### config.mk
export PLATFORM = sky130hd
export DESIGN_NAME = sw_pkt_router_flat
export DESIGN_NICKNAME = d
export VERILOG_FILES = /design/src/rtl/sw_pkg.sv /design/src/rtl/sw_pkt_router_if.sv /design/src/rtl/sw_addr_match.sv /design/src/rtl/sw_pkt_router.sv /design/src/flat_wrapper.sv
export SDC_FILE = /design/constraint.sdc
export NUM_CORES = 1
export LEC_CHECK = 0
export CAP_MARGIN = 15
export CORE_ASPECT_RATIO = 0.75
export CORE_UTILIZATION = 50
export CTS_CLUSTER_SIZE = 40
export DETAILED_ROUTE_END_ITERATION = 10
export PLACE_DENSITY = 0.81
export SLEW_MARGIN = 40
export SYNTH_ARGS = -nofsm -noshare
export SYNTH_HDL_FRONTEND = slang
export SYNTH_SLANG_ARGS = --single-unit
### constraint.sdc
create_clock -name clk -period 5.9 [get_ports clk]
set_input_delay 0.885 -clock clk [delete_from_list [all_inputs] [get_ports clk]]
set_output_delay 0.885 -clock clk [all_outputs]
set_load 0.02 [all_outputs]
### src/rtl/sw_pkg.sv
// -----------------------------------------------------------------------------
// sw_pkg
// Shared types and default sizes for the packet router slice.
//   - state_t   : router FSM state encoding (7 states, 3 bits)
//   - *_DEF     : default widths/limits used as parameter defaults
//   - idx_width : width of a port index for a given port count
// -----------------------------------------------------------------------------
package sw_pkg;

    localparam int W_WIDTH_DEF   = 8;
    localparam int NUM_PORTS_DEF = 4;
    localparam int MAX_LEN_DEF   = 32;

    typedef enum logic [2:0] {
        IDLE        = 3'd0,
        ADDR_WAIT   = 3'd1,
        PORT_BUSY   = 3'd2,
        LEN_LOAD    = 3'd3,
        DATA_LOAD   = 3'd4,
        PARITY_LOAD = 3'd5,
        DROP        = 3'd6
    } state_t;

    // A single-port build still needs a one-bit index.
    function automatic int idx_width(input int n);
        return (n > 1) ? $clog2(n) : 1;
    endfunction

endpackage

### src/rtl/sw_pkt_router_if.sv
// -----------------------------------------------------------------------------
// sw_pkt_router_if
// Byte-stream input, port configuration and per-port write bus of the router.
//   sw_en/data_in/in_ready : upstream byte handshake
//   port_addr/port_busy    : per-port address table and FIFO-full flags
//   wr_en/data_out         : registered one-hot write to the output FIFOs
//   pkt_drop/parity_err    : single-cycle status pulses
// Modports: master = upstream/environment side, slave = router side.
// -----------------------------------------------------------------------------
interface sw_pkt_router_if
    import sw_pkg::*;
#(
    parameter int W_WIDTH   = W_WIDTH_DEF,
    parameter int NUM_PORTS = NUM_PORTS_DEF
);

    logic                           sw_en;
    logic [W_WIDTH-1:0]             data_in;
    logic                           in_ready;
    logic [NUM_PORTS*W_WIDTH-1:0]   port_addr;
    logic [NUM_PORTS-1:0]           port_busy;
    logic [NUM_PORTS-1:0]           wr_en;
    logic [W_WIDTH-1:0]             data_out;
    logic                           pkt_drop;
    logic                           parity_err;

    modport master (
        output sw_en, data_in, port_addr, port_busy,
        input  in_ready, wr_en, data_out, pkt_drop, parity_err
    );

    modport slave (
        input  sw_en, data_in, port_addr, port_busy,
        output in_ready, wr_en, data_out, pkt_drop, parity_err
    );

endinterface

### src/rtl/sw_addr_match.sv
// -----------------------------------------------------------------------------
// sw_addr_match
// Combinational priority compare of a header byte against the port table.
//   data      in  : candidate header byte
//   port_addr in  : address of port i in [i*W_WIDTH +: W_WIDTH]
//   hit       out : at least one port matches
//   idx       out : lowest matching port index (0 when no hit)
// -----------------------------------------------------------------------------
module sw_addr_match
    import sw_pkg::*;
#(
    parameter int W_WIDTH   = W_WIDTH_DEF,
    parameter int NUM_PORTS = NUM_PORTS_DEF,
    parameter int IDX_W     = idx_width(NUM_PORTS_DEF)
) (
    input  logic [W_WIDTH-1:0]           data,
    input  logic [NUM_PORTS*W_WIDTH-1:0] port_addr,
    output logic                         hit,
    output logic [IDX_W-1:0]             idx
);

    logic [NUM_PORTS-1:0] match;

    generate
        for (genvar gi = 0; gi < NUM_PORTS; gi++) begin : g_cmp
            assign match[gi] = (data == port_addr[gi*W_WIDTH +: W_WIDTH]);
        end
    endgenerate

    // Scan from the top down so the lowest matching index is written last.
    always_comb begin
        hit = |match;
        idx = '0;
        for (int i = NUM_PORTS - 1; i >= 0; i--) begin
            if (match[i]) begin
                idx = IDX_W'(i);
            end
        end
    end

endmodule

### src/rtl/sw_pkt_router.sv
// -----------------------------------------------------------------------------
// sw_pkt_router
// Frames an upstream byte stream into packets (header, length, payload,
// parity) and forwards each whole packet to the output FIFO whose address
// matches the header. Unknown or oversize packets are dropped, port_busy
// back-pressures upstream, and loss of sw_en mid-packet aborts the packet.
// Ports:
//   clk  : rising-edge clock
//   rst  : synchronous active-high reset
//   bus  : sw_pkt_router_if.slave (byte input, port table, FIFO writes, pulses)
// Build option: define SW_PARITY_CHECK_EN to compare the running XOR with the
// received parity byte and pulse parity_err alongside the parity write.
// -----------------------------------------------------------------------------
module sw_pkt_router
    import sw_pkg::*;
#(
    parameter int W_WIDTH   = W_WIDTH_DEF,
    parameter int NUM_PORTS = NUM_PORTS_DEF,
    parameter int MAX_LEN   = MAX_LEN_DEF
) (
    input  logic            clk,
    input  logic            rst,
    sw_pkt_router_if.slave  bus
);

    localparam int IDX_W = idx_width(NUM_PORTS);

    state_t                 state_q, state_d;
    logic [IDX_W-1:0]       tgt_q, tgt_d;
    logic [W_WIDTH-1:0]     count_q, count_d;
    logic [W_WIDTH-1:0]     hdr_q, hdr_d;
    logic [NUM_PORTS-1:0]   wr_en_q, wr_en_d;
    logic [W_WIDTH-1:0]     data_out_q, data_out_d;
    logic                   pkt_drop_q, pkt_drop_d;
`ifdef SW_PARITY_CHECK_EN
    logic [W_WIDTH-1:0]     parity_q, parity_d;
    logic                   parity_err_q, parity_err_d;
`endif

    logic                   hit;
    logic [IDX_W-1:0]       hit_idx;
    logic                   tgt_free;
    logic                   ready;

    sw_addr_match #(
        .W_WIDTH   (W_WIDTH),
        .NUM_PORTS (NUM_PORTS),
        .IDX_W     (IDX_W)
    ) u_addr_match (
        .data      (bus.data_in),
        .port_addr (bus.port_addr),
        .hit       (hit),
        .idx       (hit_idx)
    );

    assign tgt_free = !bus.port_busy[tgt_q];

    always_comb begin
        state_d    = state_q;
        tgt_d      = tgt_q;
        count_d    = count_q;
        hdr_d      = hdr_q;
        wr_en_d    = '0;
        data_out_d = data_out_q;
        pkt_drop_d = 1'b0;
        ready      = 1'b0;
`ifdef SW_PARITY_CHECK_EN
        parity_d     = parity_q;
        parity_err_d = 1'b0;
`endif

        case (state_q)
            // Ready is advertised here so upstream opens the envelope, but
            // the header is only taken once ADDR_WAIT is reached.
            IDLE: begin
                ready = 1'b1;
                if (bus.sw_en) begin
                    state_d = ADDR_WAIT;
                end
            end

            ADDR_WAIT: begin
                ready = 1'b1;
                if (!bus.sw_en) begin
                    state_d = IDLE;
                end else if (!hit) begin
                    state_d    = DROP;
                    pkt_drop_d = 1'b1;
                end else begin
                    tgt_d = hit_idx;
`ifdef SW_PARITY_CHECK_EN
                    parity_d = bus.data_in;
`endif
                    if (bus.port_busy[hit_idx]) begin
                        hdr_d   = bus.data_in;
                        state_d = PORT_BUSY;
                    end else begin
                        wr_en_d[hit_idx] = 1'b1;
                        data_out_d       = bus.data_in;
                        state_d          = LEN_LOAD;
                    end
                end
            end

            // Header is parked in hdr_q; no new byte is taken until it is out.
            PORT_BUSY: begin
                if (!bus.sw_en) begin
                    state_d    = IDLE;
                    pkt_drop_d = 1'b1;
                end else if (tgt_free) begin
                    wr_en_d[tgt_q] = 1'b1;
                    data_out_d     = hdr_q;
                    state_d        = LEN_LOAD;
                end
            end

            LEN_LOAD, DATA_LOAD, PARITY_LOAD: begin
                ready = tgt_free;
                if (!bus.sw_en) begin
                    state_d    = IDLE;
                    pkt_drop_d = 1'b1;
                end else if (tgt_free) begin
                    wr_en_d[tgt_q] = 1'b1;
                    data_out_d     = bus.data_in;
`ifdef SW_PARITY_CHECK_EN
                    parity_d = parity_q ^ bus.data_in;
`endif
                    if (state_q == LEN_LOAD) begin
                        // The oversize length byte is still written so the
                        // consumer sees where the packet was cut off.
                        if (bus.data_in > W_WIDTH'(MAX_LEN)) begin
                            state_d    = DROP;
                            pkt_drop_d = 1'b1;
                        end else if (bus.data_in == '0) begin
                            state_d = PARITY_LOAD;
                        end else begin
                            count_d = bus.data_in;
                            state_d = DATA_LOAD;
                        end
                    end else if (state_q == DATA_LOAD) begin
                        count_d = count_q - W_WIDTH'(1);
                        if (count_q == W_WIDTH'(1)) begin
                            state_d = PARITY_LOAD;
                        end
                    end else begin
`ifdef SW_PARITY_CHECK_EN
                        parity_err_d = (parity_q != bus.data_in);
`endif
                        state_d = ADDR_WAIT;
                    end
                end
            end

            DROP: begin
                ready = 1'b1;
                if (!bus.sw_en) begin
                    state_d = IDLE;
                end
            end

            default: begin
                state_d = IDLE;
            end
        endcase
    end

    always_ff @(posedge clk) begin
        if (rst) begin
            state_q    <= IDLE;
            tgt_q      <= '0;
            count_q    <= '0;
            hdr_q      <= '0;
            wr_en_q    <= '0;
            data_out_q <= '0;
            pkt_drop_q <= 1'b0;
`ifdef SW_PARITY_CHECK_EN
            parity_q     <= '0;
            parity_err_q <= 1'b0;
`endif
        end else begin
            state_q    <= state_d;
            tgt_q      <= tgt_d;
            count_q    <= count_d;
            hdr_q      <= hdr_d;
            wr_en_q    <= wr_en_d;
            data_out_q <= data_out_d;
            pkt_drop_q <= pkt_drop_d;
`ifdef SW_PARITY_CHECK_EN
            parity_q     <= parity_d;
            parity_err_q <= parity_err_d;
`endif
        end
    end

    assign bus.in_ready = ready;
    assign bus.wr_en    = wr_en_q;
    assign bus.data_out = data_out_q;
    assign bus.pkt_drop = pkt_drop_q;
`ifdef SW_PARITY_CHECK_EN
    assign bus.parity_err = parity_err_q;
`else
    assign bus.parity_err = 1'b0;
`endif

endmodule

### src/flat_wrapper.sv
// flat-port wrapper written by rule: the top's interface ports become plain ports
module sw_pkt_router_flat import sw_pkg::*;
#(
    parameter int W_WIDTH   = W_WIDTH_DEF,
    parameter int NUM_PORTS = NUM_PORTS_DEF,
    parameter int MAX_LEN   = MAX_LEN_DEF
)
  (clk, rst, bus_sw_en, bus_data_in, bus_port_addr, bus_port_busy, bus_in_ready, bus_wr_en, bus_data_out, bus_pkt_drop, bus_parity_err);
  sw_pkt_router_if #(.W_WIDTH(W_WIDTH), .NUM_PORTS(NUM_PORTS)) bus_i ();
  input  logic clk;
  input  logic rst;
  input wire logic [$bits(bus_i.sw_en)-1:0] bus_sw_en;
  input wire logic [$bits(bus_i.data_in)-1:0] bus_data_in;
  input wire logic [$bits(bus_i.port_addr)-1:0] bus_port_addr;
  input wire logic [$bits(bus_i.port_busy)-1:0] bus_port_busy;
  output wire logic [$bits(bus_i.in_ready)-1:0] bus_in_ready;
  output wire logic [$bits(bus_i.wr_en)-1:0] bus_wr_en;
  output wire logic [$bits(bus_i.data_out)-1:0] bus_data_out;
  output wire logic [$bits(bus_i.pkt_drop)-1:0] bus_pkt_drop;
  output wire logic [$bits(bus_i.parity_err)-1:0] bus_parity_err;
  assign bus_i.sw_en = bus_sw_en;
  assign bus_i.data_in = bus_data_in;
  assign bus_i.port_addr = bus_port_addr;
  assign bus_i.port_busy = bus_port_busy;
  assign bus_in_ready = bus_i.in_ready;
  assign bus_wr_en = bus_i.wr_en;
  assign bus_data_out = bus_i.data_out;
  assign bus_pkt_drop = bus_i.pkt_drop;
  assign bus_parity_err = bus_i.parity_err;
  sw_pkt_router #(.W_WIDTH(W_WIDTH), .NUM_PORTS(NUM_PORTS), .MAX_LEN(MAX_LEN)) u_core (.clk(clk), .rst(rst), .bus(bus_i));
endmodule
==> run summary, run 1 <==
==================================================================================================
Total of cells resized after clock tree synthesis                                                0
Reported max-cap violation count                                                                 0
Period utilisation layout                                                                    64.0%
Number of antenna violations at the first check in global routing                                0
Total length of routed wires                                                               6.91 mm
Length in cells of the worst reg-to-reg path                                                     5
Cell Area, Synth                                                                          2440 µm²
Total non-filler cell area in the finished layout                                         3110 µm²
Count of state elements after synthesis                                                         34
Switch share                                                                                 30.4%
Minimum clock period after layout                                                          3780 ps
Cell count of the worst hold path                                                                1
Total cell area at the placement stage                                                    3000 µm²
Part of the power in registers                                                               39.4%
Largest fanout on the critical path                                                              7
Ratio of cells with drive above 1 in the final layout                                        11.8%
Crit. End Element                                                                      output port
P_sw                                                                                      0.192 mW
Seq/Total Area, Yosys                                                                        27.8%
Hold slack                                                                                  484 ps
Transition time at the pin with the least slew margin                                       750 ps
Count of pins on the block boundary                                                             62
Worst-case setup margin in the final layout                                                2120 ps
Synthesized netlist net count                                                                  329
Total Neg Setup Slack                                                                         0 ps
Worst path arrival time                                                                    2890 ps
Clock Tree Buf Depth                                                                             2
Drt via density                                                                               6.06
Area of combinational cells with multiple inputs                                          1620 µm²
H-Tree Level Count                                                                               2
Maximum clock skew at final layout                                                         2.40 ps
Number of standard-cell rows in the floorplan                                                   21
Final nets                                                                                     378
Reg2Reg Setup Slack                                                                        3440 ps
Starting density of the core                                                                 53.5%
Average footprint of a synthesized cell                                                   8.73 µm²
Cell-internal power                                                                       0.440 mW
Worst r2r src                                                                         u_core.state_q[1]
Most frequently used flop master after synthesis                                           dfxtp_1
Total Die Area                                                                            5180 µm²
Chip Height                                                                                62.6 µm
Average wire length per cell after detail routing                                          17.9 µm
Total number of vias                                                                          2344
Classification of the worst-slack hold path                                           register to register
Placer congestion estimate                                                                   0.910
Critical Path Source                                                                  bus_port_busy[0]
Maximum ir drop on the vdd rail                                                           0.136 mV
Share of flip-flops with an asynchronous set or reset after synthesis                           0%
Pre-antenna DRT Iters                                                                            4
Number of warning messages in the yosys log                                                      0
Clock share of power                                                                         34.4%
CTS tree                                                                                      done
Buffer type at the clock tree root                                                        clkbuf_8
Storage element area                                                                       681 µm²
Commonest cells after routing, fill and taps aside                                    clkdlybuf4s50_1 (59), dfxtp_1 (34), nor2_1 (30)
Most common library cell in the layout ignoring fill and taps                         clkdlybuf4s50_1
Clock transition time at the flip-flop clock pins of the worst setup and hold paths          70 ps
Post-Layout Cell Count                                                                         387
Clock latency at the later pin of the worst-skew pair                                       290 ps
# fillers                                                                                      386
Post-detailed-route count of antenna-violating nets                                              0
Final Slew Violations                                                                            0
Via count of the first global-routing pass                                                    2177
Diodes inserted                                                                                  0
TritonCTS buffer count                                                                           5
Number of enable flip-flop cells after synthesis                                                 0
Setup slack after placement                                                                2150 ps
Post-synth cell types                                                                           61
Width of the die                                                                           82.7 µm
Pwr Density                                                                             203 nW/µm²
Achievable clock frequency                                                                 265 MHz
Tightest slew margin relative to the limit                                                   49.8%
Crit path launch type                                                                   input port
Share of total power in combinational logic                                                  26.2%
RSZ-0062 raised after global routing                                                         false
Tot GR Track Use                                                                             28.5%
Worst setup path end                                                                  bus_in_ready
Area growth from synthesis to layout                                                         27.3%
Maximum number of pins on one net before global-route repair                                    25
Syn Inst Count                                                                                 280
DRT iter0 DRCs                                                                                 148
Floorplan Core Area                                                                       4570 µm²
Status                                                                                finished clean
Type of the setup path with the least slack                                           input port to output port
Setup fix buffers added after clock tree synthesis                                               0
PortBufs                                                                                        60
Lkg Pwr                                                                                    1.14 nW
Remaining global-route overflow                                                                  0
Final count of hold timing violations                                                            0
Worst flop-to-flop path endpoint                                                      u_core.count_q[3]
Required time reported for the critical path endpoint                                      5020 ps
Cell total after placement                                                                     379
Number of hold buffers added after CTS                                                           0
Post-DP HPWL                                                                               5.11 mm
Remaining design rule violation count                                                            0
Count of endpoints failing setup in the final report                                             0
Total number of clock tree sinks                                                                34
Global-route wire length before repair                                                     11.0 mm
==================================================================================================
## layout make-up
type | instances | share of cell area, %
clock buffer | 5 | 2.21
tap | 57 | 2.29
sequential | 34 | 21.9
inverter | 8 | 0.965
timing repair buffer | 61 | 19.4
multi-input combinational | 219 | 52.0
clock inverter | 3 | 1.29
## synthesized netlist by cell type, types with 2 or more instances
cell type  instances  area share (%)
nand3_1            3            0.61
a21oi_1           15             3.1
o32ai_1            2            0.72
inv_1              8             1.2
nor2_1            30             4.6
buf_2              6             1.2
clkbuf_1           7             1.1
o22a_2             2            0.82
nand2_1           25             3.8
nor3_1             6             1.2
o22a_1             2            0.72
or2_2              2            0.51
or3_1              4             1.0
mux2_2             8             3.7
o2111ai_1          2            0.72
o21ai_0           10             2.0
a221oi_1           3             1.1
o31ai_1            2            0.61
ha_1               2             1.0
nand3b_1           3            0.92
nand4_1            5             1.3
a32o_1             8             3.3
mux2i_1           11             4.5
dfxtp_1           34              28
nor4_1             2            0.51
buf_6              4             1.8
a31oi_1            2            0.51
a211oi_1           3            0.92
nand2b_1           3            0.77
a21o_1             2            0.61
o22ai_1            2            0.51
nor4_2             2             1.0
buf_4              2            0.61
nor4_4             2             1.7
xor2_1            15             5.4
xnor2_1           16             5.7
## power groups by stage
stage / sequential, mW / clock, mW / combinational, mW
6_report: 0.249 / 0.217 / 0.166
5_1_grt: 0.251 / 0.230 / 0.177
3_5_place_dp: 0.254 / 0 / 0.164
4_1_cts: 0.249 / 0.221 / 0.165
3_3_place_gp: 0.254 / 0 / 0.160
2_1_floorplan: 0.248 / 0 / 0.112
## routing by layer
layer	track usage, %	vias to the layer above	routed length (µm)
met2	43.5	107	3080
met1	40.1	1109	3250
li1	-	1122	-
met4	7.76	0	66
met5	0	-	0
met3	5.99	6	521
## worst min path at each step
stage,startpoint,endpoint,slack [ps]
6_report,u_core.bus.data_out[7],u_core.bus.data_out[7],480
4_1_cts,u_core.bus.data_out[2],u_core.bus.data_out[2],490
5_1_grt,u_core.bus.data_out[1],u_core.bus.data_out[1],500
3_3_place_gp,u_core.bus.data_out[3],u_core.bus.data_out[3],460
2_1_floorplan,u_core.hdr_q[0],u_core.hdr_q[0],460
3_5_place_dp,u_core.bus.data_out[2],u_core.bus.data_out[2],470
## logic make-up (layout without fill, tap and decap cells)
| kind of cell | after synthesis | count (layout) | synth area share [%] |
|---|---|---|---|
| adder cells (fa/ha/maj) | 2 | 2 | 1.02 |
| XOR/XNOR | 32 | 32 | 11.8 |
| AO/OA/AOI/OAI | 71 | 71 | 24.1 |
| buffers and inverters | 27 | 77 | 5.99 |
| other | 1 | 1 | 0.153 |
| flip-flops | 34 | 34 | 27.8 |
| AND/OR/NAND/NOR | 93 | 93 | 20.1 |
| multiplexers | 20 | 20 | 9.11 |
## critical path: stages
cell and delay, ps:
clkdlybuf4s50_1 510, mux4_2 590, a21o_1 210, o221ai_1 70, clkdlybuf4s50_1 640
## state kept, by name (all words and copies together) (netlist names)
register	count
u_core.bus.data_out	8
u_core.count_q	8
u_core.hdr_q	8
u_core.bus.wr_en	4
u_core.state_q	3
u_core.tgt_q	2
u_core.bus.pkt_drop	1
## per-stage QoR
stage                     power (mW)  utilization, %
after detailed placement       0.417            65.7
final                          0.632            68.1
after CTS                      0.635            68.1
after floorplan                0.359               -
after global placement         0.414            65.8
after global routing           0.658            68.1
(Power assumes the default switching activity.)
==> run 2: changes to the inputs <==
clock period = 3.9 ns   (was 5.9 ns; I/O delays follow)
==> run summary, run 2 (synthesis gave the netlist of run 1 again) <==
==================================================================================================
Number of hold buffers added after CTS                                                           0
Largest fanout on the critical path                                                              7
Lkg Pwr                                                                                    1.14 nW
Worst hold path endpoint                                                              u_core.bus.data_out[7]
Final Slew Violations                                                                            0
Count of endpoints failing setup in the final report                                             0
Cell count of the worst hold path                                                                1
Maximum ir drop on the vdd rail                                                           0.192 mV
Minimum clock period after layout                                                          3160 ps
Ratio of cells with drive above 1 in the final layout                                        12.0%
Remaining design rule violation count                                                            0
Transition time at the pin with the least slew margin                                       660 ps
Tightest slew margin relative to the limit                                                   55.9%
Share of total power in combinational logic                                                  27.2%
Most common library cell in the layout ignoring fill and taps                         clkdlybuf4s50_1
Switch share                                                                                 31.9%
Type of the setup path with the least slack                                           input port to output port
Crit path launch type                                                                   input port
Pre-antenna DRT Iters                                                                            4
Post-Layout Cell Count                                                                         389
Via count of the first global-routing pass                                                    2202
Commonest cells after routing, fill and taps aside                                    clkdlybuf4s50_1 (60), dfxtp_1 (34), nor2_1 (30)
Starting density of the core                                                                 53.5%
Min-delay src                                                                         u_core.bus.data_out[7]
Cell total after placement                                                                     381
Setup fix buffers added after clock tree synthesis                                               0
Total of cells resized after clock tree synthesis                                                0
Classification of the worst-slack hold path                                           register to register
Post-DP HPWL                                                                               4.97 mm
Storage element area                                                                       681 µm²
TritonCTS buffer count                                                                           5
Worst path arrival time                                                                    2570 ps
Floorplan Core Area                                                                       4570 µm²
Placer congestion estimate                                                                   0.864
Pwr Density                                                                             292 nW/µm²
Chip Height                                                                                62.6 µm
Maximum number of pins on one net before global-route repair                                    21
Final count of hold timing violations                                                            0
Period utilisation layout                                                                    81.0%
Total number of vias                                                                          2341
CTS tree                                                                                      done
Area growth from synthesis to layout                                                         27.5%
Clock transition time at the flip-flop clock pins of the worst setup and hold paths          70 ps
RSZ-0062 raised after global routing                                                         false
Global-route wire length before repair                                                     10.6 mm
Clock latency at the later pin of the worst-skew pair                                       300 ps
# fillers                                                                                      386
Clock Tree Buf Depth                                                                             2
Cell-internal power                                                                       0.621 mW
Routed length on met3                                                                       493 µm
Reported max-cap violation count                                                                 0
Post-detailed-route count of antenna-violating nets                                              0
Total length of routed wires                                                               6.54 mm
P_sw                                                                                      0.291 mW
Remaining global-route overflow                                                                  0
Worst flop-to-flop path endpoint                                                      u_core.count_q[3]
Part of the power in registers                                                               41.4%
H-Tree Level Count                                                                               2
Final nets                                                                                     380
Detail Route met2 WL                                                                       2.98 mm
Length in cells of the worst reg-to-reg path                                                     5
Top routing layer in use                                                                      met4
Diodes inserted                                                                                  0
Number of standard-cell rows in the floorplan                                                   21
Tot GR Track Use                                                                             27.7%
Worst r2r src                                                                         u_core.state_q[1]
Number of antenna violations at the first check in global routing                                0
Clock share of power                                                                         31.4%
Width of the die                                                                           82.7 µm
Required time reported for the critical path endpoint                                      3310 ps
Status                                                                                finished clean
Count of pins on the block boundary                                                             62
Buffer type at the clock tree root                                                        clkbuf_8
Reg2Reg Setup Slack                                                                        1370 ps
DRT iter0 DRCs                                                                                  83
M1 wire length                                                                             2.98 mm
Total number of clock tree sinks                                                                34
Average wire length per cell after detail routing                                          16.8 µm
Area of combinational cells with multiple inputs                                          1620 µm²
Achievable clock frequency                                                                 317 MHz
Total Die Area                                                                            5180 µm²
Maximum clock skew at final layout                                                         5.92 ps
PortBufs                                                                                        60
Drt via density                                                                               6.02
Crit. End Element                                                                      output port
Total Neg Setup Slack                                                                         0 ps
==================================================================================================
run 2: worst max-delay path by stage:
stage / start / end / slack, ps / depth (start not counted)
floorplan: bus_data_in[7] / u_core.bus.data_out[0] / 1520 / 8
global route: bus_port_busy[0] / bus_in_ready / 660 / 5
global placement: bus_data_in[3] / u_core.bus.data_out[5] / 670 / 8
CTS: bus_port_busy[0] / bus_in_ready / 720 / 5
detailed placement: bus_data_in[3] / u_core.bus.data_out[0] / 620 / 8
finish: bus_port_busy[0] / bus_in_ready / 740 / 5
run 2: cell type report:
cell class,instances,area share (%)
inverters,8,0.963
well taps,57,2.29
multi-input cells,219,51.9
flip-flops and latches,34,21.8
clock inverters,2,0.401
repair buffers,63,20.0
clock buffers,6,2.65
run 2: per-stage QoR:
| stage | power [mW] | util [%] | setup slack [ps] | hold WS, ps | area, µm² |
|---|---|---|---|---|---|
| after floorplan | 0.544 | - | 1520 | 458 | 2440 |
| after global placement | 0.628 | 66.1 | 668 | 454 | 3020 |
| after detailed placement | 0.631 | 66.1 | 619 | 463 | 3020 |
| after CTS | 0.911 | 68.2 | 721 | 480 | 3120 |
| after global routing | 0.958 | 68.2 | 661 | 510 | 3120 |
| final | 0.912 | 68.2 | 743 | 477 | 3120 |
run 2: metal layers:
| metal | GRT usage [%] | up-vias |
|---|---|---|
| met4 | 9.70 | 0 |
| met5 | 0 | - |
| met3 | 7.59 | 8 |
| met2 | 43.3 | 104 |
| met1 | 36.0 | 1106 |
| li1 | - | 1123 |
run 2: critical path: stages:
cell	delay (ps)
clkdlybuf4s50_1	490
mux4_2	580
a21o_1	210
o221ai_1	70
clkdlybuf4s50_1	640
run 2: power by group through the flow:
| stage | Combinational (mW) | Sequential (mW) | Clock, mW |
|---|---|---|---|
| CTS | 0.248 | 0.377 | 0.287 |
| global route | 0.269 | 0.380 | 0.309 |
| floorplan | 0.169 | 0.374 | 0 |
| finish | 0.248 | 0.378 | 0.286 |
| global placement | 0.243 | 0.385 | 0 |
| detailed placement | 0.246 | 0.385 | 0 |
